$ cat src/rtl/hazard_detect_unit.sv
// hazard_detect_unit
//   Decode-stage hazard detector that sits directly upstream of the control unit.
//   - Detects a load-use hazard between the instruction in ID and a load in EX,
//     and inserts one bubble for each hazard.
//   - Freezes fetch and bubbles ID while a BEQ resolves (state BR_WAIT).
//   - Counts stall cycles in a saturating counter.
//
// Ports
//   clk             in   1      rising-edge clock
//   reset           in   1      asynchronous, active-high reset
//   id_opcode       in   6      opcode of the instruction in ID
//   id_rs, id_rt    in   5      source register fields of the instruction in ID
//   ex_mem_read     in   1      the instruction in EX is a load
//   ex_rt           in   5      destination register of the load in EX
//   branch_resolved in   1      pulse: the pending BEQ outcome is known
//   stall_flag      out  1      to the control unit: hold the current control outputs
//   pc_write        out  1      PC write enable
//   if_id_write     out  1      IF/ID write enable
//   if_id_flush     out  1      clear IF/ID to a NOP
//   id_ex_flush     out  1      load a bubble into ID/EX
//   stall_count     out  CNT_W  number of cycles with stall_flag=1, saturating
//   dbg_state       out  1      current FSM state (0 = RUN, 1 = BR_WAIT)
module hazard_detect_unit #(
   parameter int BR_LATENCY = 2,
   parameter int CNT_W      = 16
) (
   input  logic             clk,
   input  logic             reset,
   input  logic [5:0]       id_opcode,
   input  logic [4:0]       id_rs,
   input  logic [4:0]       id_rt,
   input  logic             ex_mem_read,
   input  logic [4:0]       ex_rt,
   input  logic             branch_resolved,
   output logic             stall_flag,
   output logic             pc_write,
   output logic             if_id_write,
   output logic             if_id_flush,
   output logic             id_ex_flush,
   output logic [CNT_W-1:0] stall_count,
   output logic             dbg_state
);

   localparam logic [5:0] OP_RTYPE = 6'b000000;
   localparam logic [5:0] OP_LW    = 6'b000001;
   localparam logic [5:0] OP_SW    = 6'b000010;
   localparam logic [5:0] OP_BEQ   = 6'b000011;
   localparam logic [5:0] OP_ADDI  = 6'b000100;

   localparam logic [3:0] BR_LOAD = 4'(BR_LATENCY - 1);

   typedef enum logic {
      RUN     = 1'b0,
      BR_WAIT = 1'b1
   } state_t;

   state_t     state_q, state_d;
   logic [3:0] br_cnt_q, br_cnt_d;

   logic uses_rs, uses_rt, load_use, is_beq;

   // Which source registers the instruction in ID actually reads.
   always_comb begin
      uses_rs = 1'b0;
      uses_rt = 1'b0;
      case (id_opcode)
         OP_RTYPE, OP_SW, OP_BEQ: begin
            uses_rs = 1'b1;
            uses_rt = 1'b1;
         end
         OP_LW, OP_ADDI: uses_rs = 1'b1;
         default: ;
      endcase
   end

   // Register 0 is hard-wired, so a load "to r0" can never be a dependency.
   assign load_use = ex_mem_read && (ex_rt != 5'd0) &&
                     ((uses_rs && (ex_rt == id_rs)) || (uses_rt && (ex_rt == id_rt)));
   assign is_beq   = (id_opcode == OP_BEQ);

   // State register
   always_ff @(posedge clk or posedge reset) begin
      if (reset) begin
         state_q  <= RUN;
         br_cnt_q <= 4'd0;
      end else begin
         state_q  <= state_d;
         br_cnt_q <= br_cnt_d;
      end
   end

   // Next-state logic. A load-use hazard outranks BEQ: the BEQ waits in ID
   // and enters BR_WAIT on a later hazard-free cycle.
   always_comb begin
      state_d  = state_q;
      br_cnt_d = br_cnt_q;
      case (state_q)
         RUN: begin
            if (!load_use && is_beq) begin
               state_d  = BR_WAIT;
               br_cnt_d = BR_LOAD;
            end
         end
         BR_WAIT: begin
            if (branch_resolved || (br_cnt_q == 4'd0)) begin
               state_d = RUN;
            end else begin
               br_cnt_d = br_cnt_q - 4'd1;
            end
         end
         default: state_d = RUN;
      endcase
   end

   // Output logic (Mealy). Reset overrides combinationally so the pipeline is
   // flushed immediately, without waiting for a clock edge.
   always_comb begin
      stall_flag  = 1'b0;
      pc_write    = 1'b1;
      if_id_write = 1'b1;
      if_id_flush = 1'b0;
      id_ex_flush = 1'b0;
      if (reset) begin
         pc_write    = 1'b0;
         if_id_write = 1'b0;
         if_id_flush = 1'b1;
         id_ex_flush = 1'b1;
      end else if (state_q == BR_WAIT) begin
         stall_flag  = 1'b1;
         pc_write    = 1'b0;
         if_id_write = 1'b0;
         if_id_flush = 1'b1;
         id_ex_flush = 1'b1;
      end else if (load_use) begin
         stall_flag  = 1'b1;
         pc_write    = 1'b0;
         if_id_write = 1'b0;
         id_ex_flush = 1'b1;
      end else if (is_beq) begin
         // The slot after BEQ is not fetched.
         pc_write = 1'b0;
      end
   end

   // Saturating stall-cycle counter.
   always_ff @(posedge clk or posedge reset) begin
      if (reset) begin
         stall_count <= '0;
      end else if (stall_flag && (stall_count != {CNT_W{1'b1}})) begin
         stall_count <= stall_count + 1'b1;
      end
   end

   assign dbg_state = state_q;

endmodule
$ cat config.mk
export PLATFORM = sky130hd
export DESIGN_NAME = hazard_detect_unit
export DESIGN_NICKNAME = d
export VERILOG_FILES = /design/src/rtl/hazard_detect_unit.sv
export SDC_FILE = /design/constraint.sdc
export NUM_CORES = 1
export LEC_CHECK = 0
export CORE_MARGIN = 1
export CORE_UTILIZATION = 45
export DETAILED_ROUTE_END_ITERATION = 8
export PLACE_DENSITY = 0.9
export REMOVE_ABC_BUFFERS = 1
export SLEW_MARGIN = 20
export SYNTH_ARGS = -nofsm -noshare
export SYNTH_HDL_FRONTEND = slang
export SYNTH_SLANG_ARGS = --single-unit
$ cat constraint.sdc
create_clock -name clk -period 6.6 [get_ports clk]
set_clock_uncertainty 0.2 [all_clocks]
set_input_delay 1.98 -clock clk [delete_from_list [all_inputs] [get_ports clk]]
set_output_delay 1.98 -clock clk [all_outputs]
set_load 0.02 [all_outputs]
==> results of run 1 <==
## state kept, by name, indices dropped and copies added, names as in the netlist
register	cells
br_cnt_q	4
dbg_state	1
stall_count	16
## final cells by class
| class | instances | area (um2) |
|---|---|---|
| multi-input combinational | 95 | 651 |
| sequential | 21 | 526 |
| tap | 30 | 37.5 |
| timing repair buffer | 48 | 475 |
| inverter | 10 | 37.5 |
| clock buffer | 4 | 26.3 |
| fill | 204 | 769 |
## power by group
part	total, W	switching [W]	internal, W
Clock	0.0000603	0.0000367	0.0000236
Sequential	0.000154	0.0000122	0.000141
Combinational	0.0000798	0.0000367	0.0000431
## per-stage QoR
step                power, W  cells  worst slack, ps
global route        0.000311    208              123
global placement    0.000231    204              235
detailed placement  0.000236    204              191
floorplan           0.000200    126              898
CTS                 0.000297    208              186
finish              0.000294    208              184
## per-layer routing
metal,up-vias,GRT usage [%],part of all wire [%]
li1,554,-,-
met1,543,24.5,42
met2,46,37.6,49
met5,-,0,0
met4,0,5.13,0.66
met3,2,2.82,8.4
## cell usage in the layout, fill, tap and decap left out, types with 2 or more instances in the layout
master	instances
nor2_1	9
a21oi_1	3
clkbuf_4	3
ha_1	3
xor2_1	11
clkdlybuf4s50_1	46
nor3_1	8
xnor2_1	13
nand4_1	6
a311o_1	2
nand2_1	12
dfrtp_1	21
inv_1	10
or3_1	2
buf_4	2
nor4_1	4
nand3_1	5
a211o_1	2
## cells by family (layout without fill, tap and decap cells)
family,after synthesis,count (layout)
xor gates and xnor gates,24,24
DFF,21,21
and+or+nand+nor,51,51
muxes,2,2
AOI/OAI and AO/OA,15,15
buffers and inverters,11,62
adders and majority gates,3,3
## critical path, stage by stage
cell and delay, ps:
clkdlybuf4s50_1 490, or4_1 540, o211a_1 260, a21oi_2 160, nand2_1 110, nor2_1 90
clkdlybuf4s50_1 600
## worst min-delay path by stage
stage                         startpoint             end  cells after the start
after detailed placement  stall_count[6]  stall_count[6]                      1
after CTS                 stall_count[6]  stall_count[6]                      1
final                     stall_count[6]  stall_count[6]                      1
after global routing      stall_count[6]  stall_count[6]                      1
after global placement    stall_count[6]  stall_count[6]                      1
after floorplan              br_cnt_q[1]     br_cnt_q[1]                      1
==> summary.md, run 1 <==
| Metric | Value |
|---|---|
| Max H-tree Level | `1` |
| Post-Synth Simple-Gate Area | `21.0%` |
| CTS Sinks | `21` |
| Vias after detailed routing | `1145` |
| Hold-fix buffers at CTS | `0` |
| XOR/XNOR Fraction of Synth Area | `17.2%` |
| Worst Path Arrival | `4240 ps` |
| Max-slew violation count | `0` |
| Starting density of the core | `48.6%` |
| DRC Markers | `0` |
| Diodes inserted | `0` |
| Hold Fails Final Rpt | `0` |
| Die ar. | `2930 um2` |
| Syn-to-layout area delta | `43.1%` |
| Setup crit end | `pc_write` |
| Worst Path Max Fanout | `3` |
| Leading area contributor after synthesis | `dfrtp_1` |
| Unique masters post-synth | `31` |
| Setup tns final | `0 ps` |
| PostCTS Resize Cnt | `0` |
| Final setup fails | `0` |
| Fin area | `1750 um2` |
| #FFs+latches synth | `21` |
| Max-cap viol count | `0` |
| R2r startpoint | `stall_count[0]` |
| Slew at the pin with the worst max-slew slack | `367 ps` |
| Asr flop ratio synth | `100%` |
| Register area share after synthesis | `42.9%` |
| Die height | `54.2 um` |
| CP Launch Point | `ex_rt[1]` |
| DR WL/cell | `13.9 um` |
| Leak | `0.784 nW` |
| Final ANT Viol Nets | `0` |
| Grt ovf | `0` |
| Root buffer cell | `clkbuf_4` |
| Initial DRC count | `23` |
| Placed Area | `1730 um2` |
| Cell Area, Synth | `1220 um2` |
| Clock Latency Late Sink | `300 ps` |
| Status | `completed` |
| Period utilisation layout | `97.2%` |
| RSZ-0062 raised after global routing | `no` |
| Post-CTS setup buffers | `0` |
| Mean area per synthesized cell | `9.65 um2` |
| Clock Path Buffers | `2` |
| CP startpoint kind | `input pin` |
| Most instantiated cells after synthesis | `dfrtp_1, xnor2_1, nand2_1` |
| FF-to-FF path depth | `6` |
| Clock transition at path regs | `100 ps` |
| Area share of the largest cell type after synthesis | `42.9%` |
| Vias in the first global route | `1057` |
| Largest family of logic cells by synthesized area | `simple AND/OR/NAND/NOR gates` |
| GPL Wtd Cong | `0.790` |
| Largest net degree at the start of global routing | `23` |
| Synth Flop Type | `dfrtp_1` |
| VDD IR max | `0.129 mV` |
| CTS tree | `yes` |
| DR vias/cell | `5.50` |
| Synth Area in Compound Gates | `9.70%` |
| Tmin final | `6420 ps` |
| Initial antenna violation count | `0` |
| PortBufs | `46` |
| Core Area | `2520 um2` |
| Post-synthesis mux area share | `2.15%` |
| DIE WIDTH | `54.2 um` |
| Row cnt | `18` |
| EDFF count, synth | `0` |
| Critical R2R Capture | `stall_count[13]` |
| Layout cells sized above 1 | `5.62%` |
| Final core occ | `69.5%` |
| Pwr dens | `167 nW/um2` |
| WL final | `2890 um` |
| Fmax | `0.156 GHz` |
| Rel. slew slack | `75.3%` |
| Final nets | `207` |
| DRT Pass-1 Iters | `4` |
| All-layer global routing usage | `20.4%` |
| TritonCTS buffer count | `3` |
| I/O pins | `47` |
| Critical Path RT | `4420 ps` |
| Final hold slack | `296 ps` |
| Flop2flop setup slack | `4380 ps` |
| DP HPWL | `2220 um` |
| Count leader, synth | `dfrtp_1` |
| Worst hold path class | `reg2reg` |
| Syn. warnings | `0` |
| Top post-synthesis cells by area | `dfrtp_1, xnor2_1, xor2_1` |
| First-pass GRT wire length | `4370 um` |
| Post-Synth Adder-Cell Area | `3.06%` |
| Cells after Synth | `127` |
| CP Class | `in2out` |
| Setup crit end kind | `output pin` |
No activity file was read; power rests on OpenSTA's default activity.
==> run 2, diff against run 1 <==
- CORE_UTILIZATION: 45 -> 39
- PLACE_DENSITY: 0.9 -> 0.83
- clock period: 6.6 -> 5.35 ns (I/O delays scaled with it)
==> run 2 against run 1 <==
  * The run now ends with design-rule violations left
  * Count of clock-buffer cells in the layout unchanged
  * Sequential share of layout area decreased by 1.1 points
  * Critical path depth unchanged
  * Critical endpoint is now stall_flag
  * Largest cell class unchanged
  * Largest power group unchanged
  * Highest routed layer unchanged
==> summary.md, run 2 (synthesized netlist as in run 1, its figures left out) <==
| Metric | Value |
|---|---|
| Status | `finished with violations (was completed)` |
| Violated checks | `design-rule violations` |
| Final ANT Viol Nets | `0 (unchanged)` |
| Clock Latency Late Sink | `310 ps (was 300 ps)` |
| Pwr dens | `203 nW/um2 (was 167 nW/um2)` |
| Worst Path Max Fanout | `5 (was 3)` |
| Hold Fails Final Rpt | `0 (unchanged)` |
| GPL Wtd Cong | `0.743 (was 0.790)` |
| I/O pins | `47 (unchanged)` |
| Initial antenna violation count | `0 (unchanged)` |
| DIE WIDTH | `58.0 um (was 54.2 um)` |
| Setup ws final | `73.5 ps (was 184 ps)` |
| PortBufs | `46 (unchanged)` |
| Hold-fix buffers at CTS | `0 (unchanged)` |
| DP HPWL | `2330 um (was 2220 um)` |
| Leak | `0.826 nW (was 0.784 nW)` |
| DRT Pass-1 Iters | `6 (was 4)` |
| Crit-path max cell delay | `500 ps (was 600 ps)` |
| CP startpoint kind | `input pin (unchanged)` |
| Starting density of the core | `42.6% (was 48.6%)` |
| Initial DRC count | `65 (was 23)` |
| Final setup fails | `0 (unchanged)` |
| Final cell count without fillers | `227 (was 208)` |
| CTS tree | `yes (unchanged)` |
| Critical Path RT | `3550 ps (was 4420 ps)` |
| WL final | `3060 um (was 2890 um)` |
| Die height | `58.0 um (was 54.2 um)` |
| Final nets | `214 (was 207)` |
| Commonest non-fill, non-tap cell in the layout | `clkdlybuf4s50_1 (unchanged)` |
| Max-slew violation count | `0 (unchanged)` |
| Number of flip-flops in the largest register | `16 (unchanged)` |
| Rel. slew slack | `71.7% (was 75.3%)` |
| Core Area | `2880 um2 (was 2520 um2)` |
| TritonCTS buffer count | `3 (unchanged)` |
| Crit path cell chain | `clkdlybuf4s50_1, or4_1, o211a_1, a21oi_2, buf_4, nor2_1, dlygate4sd2_1 (was clkdlybuf4s50_1, or4_1, o211a_1, a21oi_2, nand2_1, nor2_1, clkdlybuf4s50_1)` |
| Die ar. | `3370 um2 (was 2930 um2)` |
| Max H-tree Level | `1 (unchanged)` |
| Root buffer cell | `clkbuf_4 (unchanged)` |
| DP Worst Slack | `-299 ps (was 191 ps)` |
| Grt ovf | `0 (unchanged)` |
| CTS Sinks | `21 (unchanged)` |
| Row cnt | `19 (was 18)` |
| Largest net degree at the start of global routing | `23 (unchanged)` |
| Slew at the pin with the worst max-slew slack | `421 ps (was 367 ps)` |
| Slowest CP cell | `or4_1 (was clkdlybuf4s50_1)` |
| All-layer global routing usage | `20.1% (was 20.4%)` |
| Largest Register | `stall_count (unchanged)` |
| Diodes inserted | `0 (unchanged)` |
| Placed cell count | `223 (was 204)` |
| RSZ-0062 raised after global routing | `no (unchanged)` |
| Worst hold path class | `reg2reg (unchanged)` |
| Worst Path Arrival | `3470 ps (was 4240 ps)` |
| Vias in the first global route | `1221 (was 1057)` |
| Clock transition at path regs | `110 ps (was 100 ps)` |
| Vias after detailed routing | `1164 (was 1145)` |
| VDD IR max | `0.119 mV (was 0.129 mV)` |
| DR WL/cell | `13.5 um (was 13.9 um)` |
| First-pass GRT wire length | `5260 um (was 4370 um)` |
| Fmax | `0.190 GHz` |
| CP Class | `in2out (unchanged)` |
| Period utilisation layout | `98.6%` |
| Tmin final | `5280 ps` |
| DR vias/cell | `5.13 (was 5.50)` |
| Most frequent cells in the layout | `clkdlybuf4s50_1, dfrtp_1, xnor2_1, nand2_1, xor2_1 (unchanged)` |
| Syn-to-layout area delta | `48.5% (was 43.1%)` |
| Max-cap viol count | `0 (unchanged)` |
| Clock Path Buffers | `2 (unchanged)` |
| Filler cell count | `243 (was 204)` |
| Setup crit end kind | `output pin (unchanged)` |
| DRC Markers | `6 (was 0)` |
| Layout cells sized above 1 | `9.73% (was 5.62%)` |
run 2: per-layer routing:
metal,up-vias,GRT usage [%],part of all wire [%]
li1,563,-,-
met1,545,25.1,43
met2,51,35.5,48
met3,5,2.90,8.3
met4,0,7.14,1.4
met5,-,0,0
run 2: report_power, final:
group          switching [W]  internal, W
clock network      0.0000482    0.0000292
registers          0.0000159     0.000174
logic              0.0000464    0.0000555
total               0.000110     0.000259
run 2: path summary, 6_finish.rpt:
check | to | slack (ps) | from | cells past startpoint
setup / recovery | stall_flag | 70 | ex_rt[2] | 7
hold / removal | stall_count[6] | 310 | stall_count[6] | 1
setup reg to reg | stall_count[13] | 3170 | stall_count[0] | 6
hold reg to reg | stall_count[6] | 310 | stall_count[6] | 1
max in group asynchronous | stall_count[15] | 3180 | reset | 3
min in group asynchronous | br_cnt_q[3] | 1560 | reset | 3
run 2: worst max-delay path: cells and delay by family:
kind                   cells  cell delay [ps]
buffers and inverters      3              890
and+or+nand+nor            2              540
AOI/OAI and AO/OA          2              430
run 2: cell type report:
cell class	instances	area [um2]	area share, %
Clock buffer	4	26.3	1.44
Tap cell	42	52.6	2.89
Timing Repair Buffer	55	524	28.8
Multi-Input combinational cell	95	653	35.9
Inverter	10	37.5	2.06
Sequential cell	21	526	28.9
run 2: through the flow:
stage          util, %  total power (W)  cell area (um2)  setup TNS (ps)  hold slack (ps)
2_1_floorplan        -         0.000247             1210               0              269
3_3_place_gp      62.4         0.000289             1790            -904              280
3_5_place_dp      62.4         0.000298             1790            -976              286
4_1_cts           63.1         0.000372             1810               0              301
5_1_grt           63.2         0.000392             1820               0              329
6_report          63.2         0.000369             1820               0              306
run 2: timing repair:
action	in CTS	in global routing
buffers inserted	0	0
resized for setup	5	3
endpoints found under the setup margin	4	2
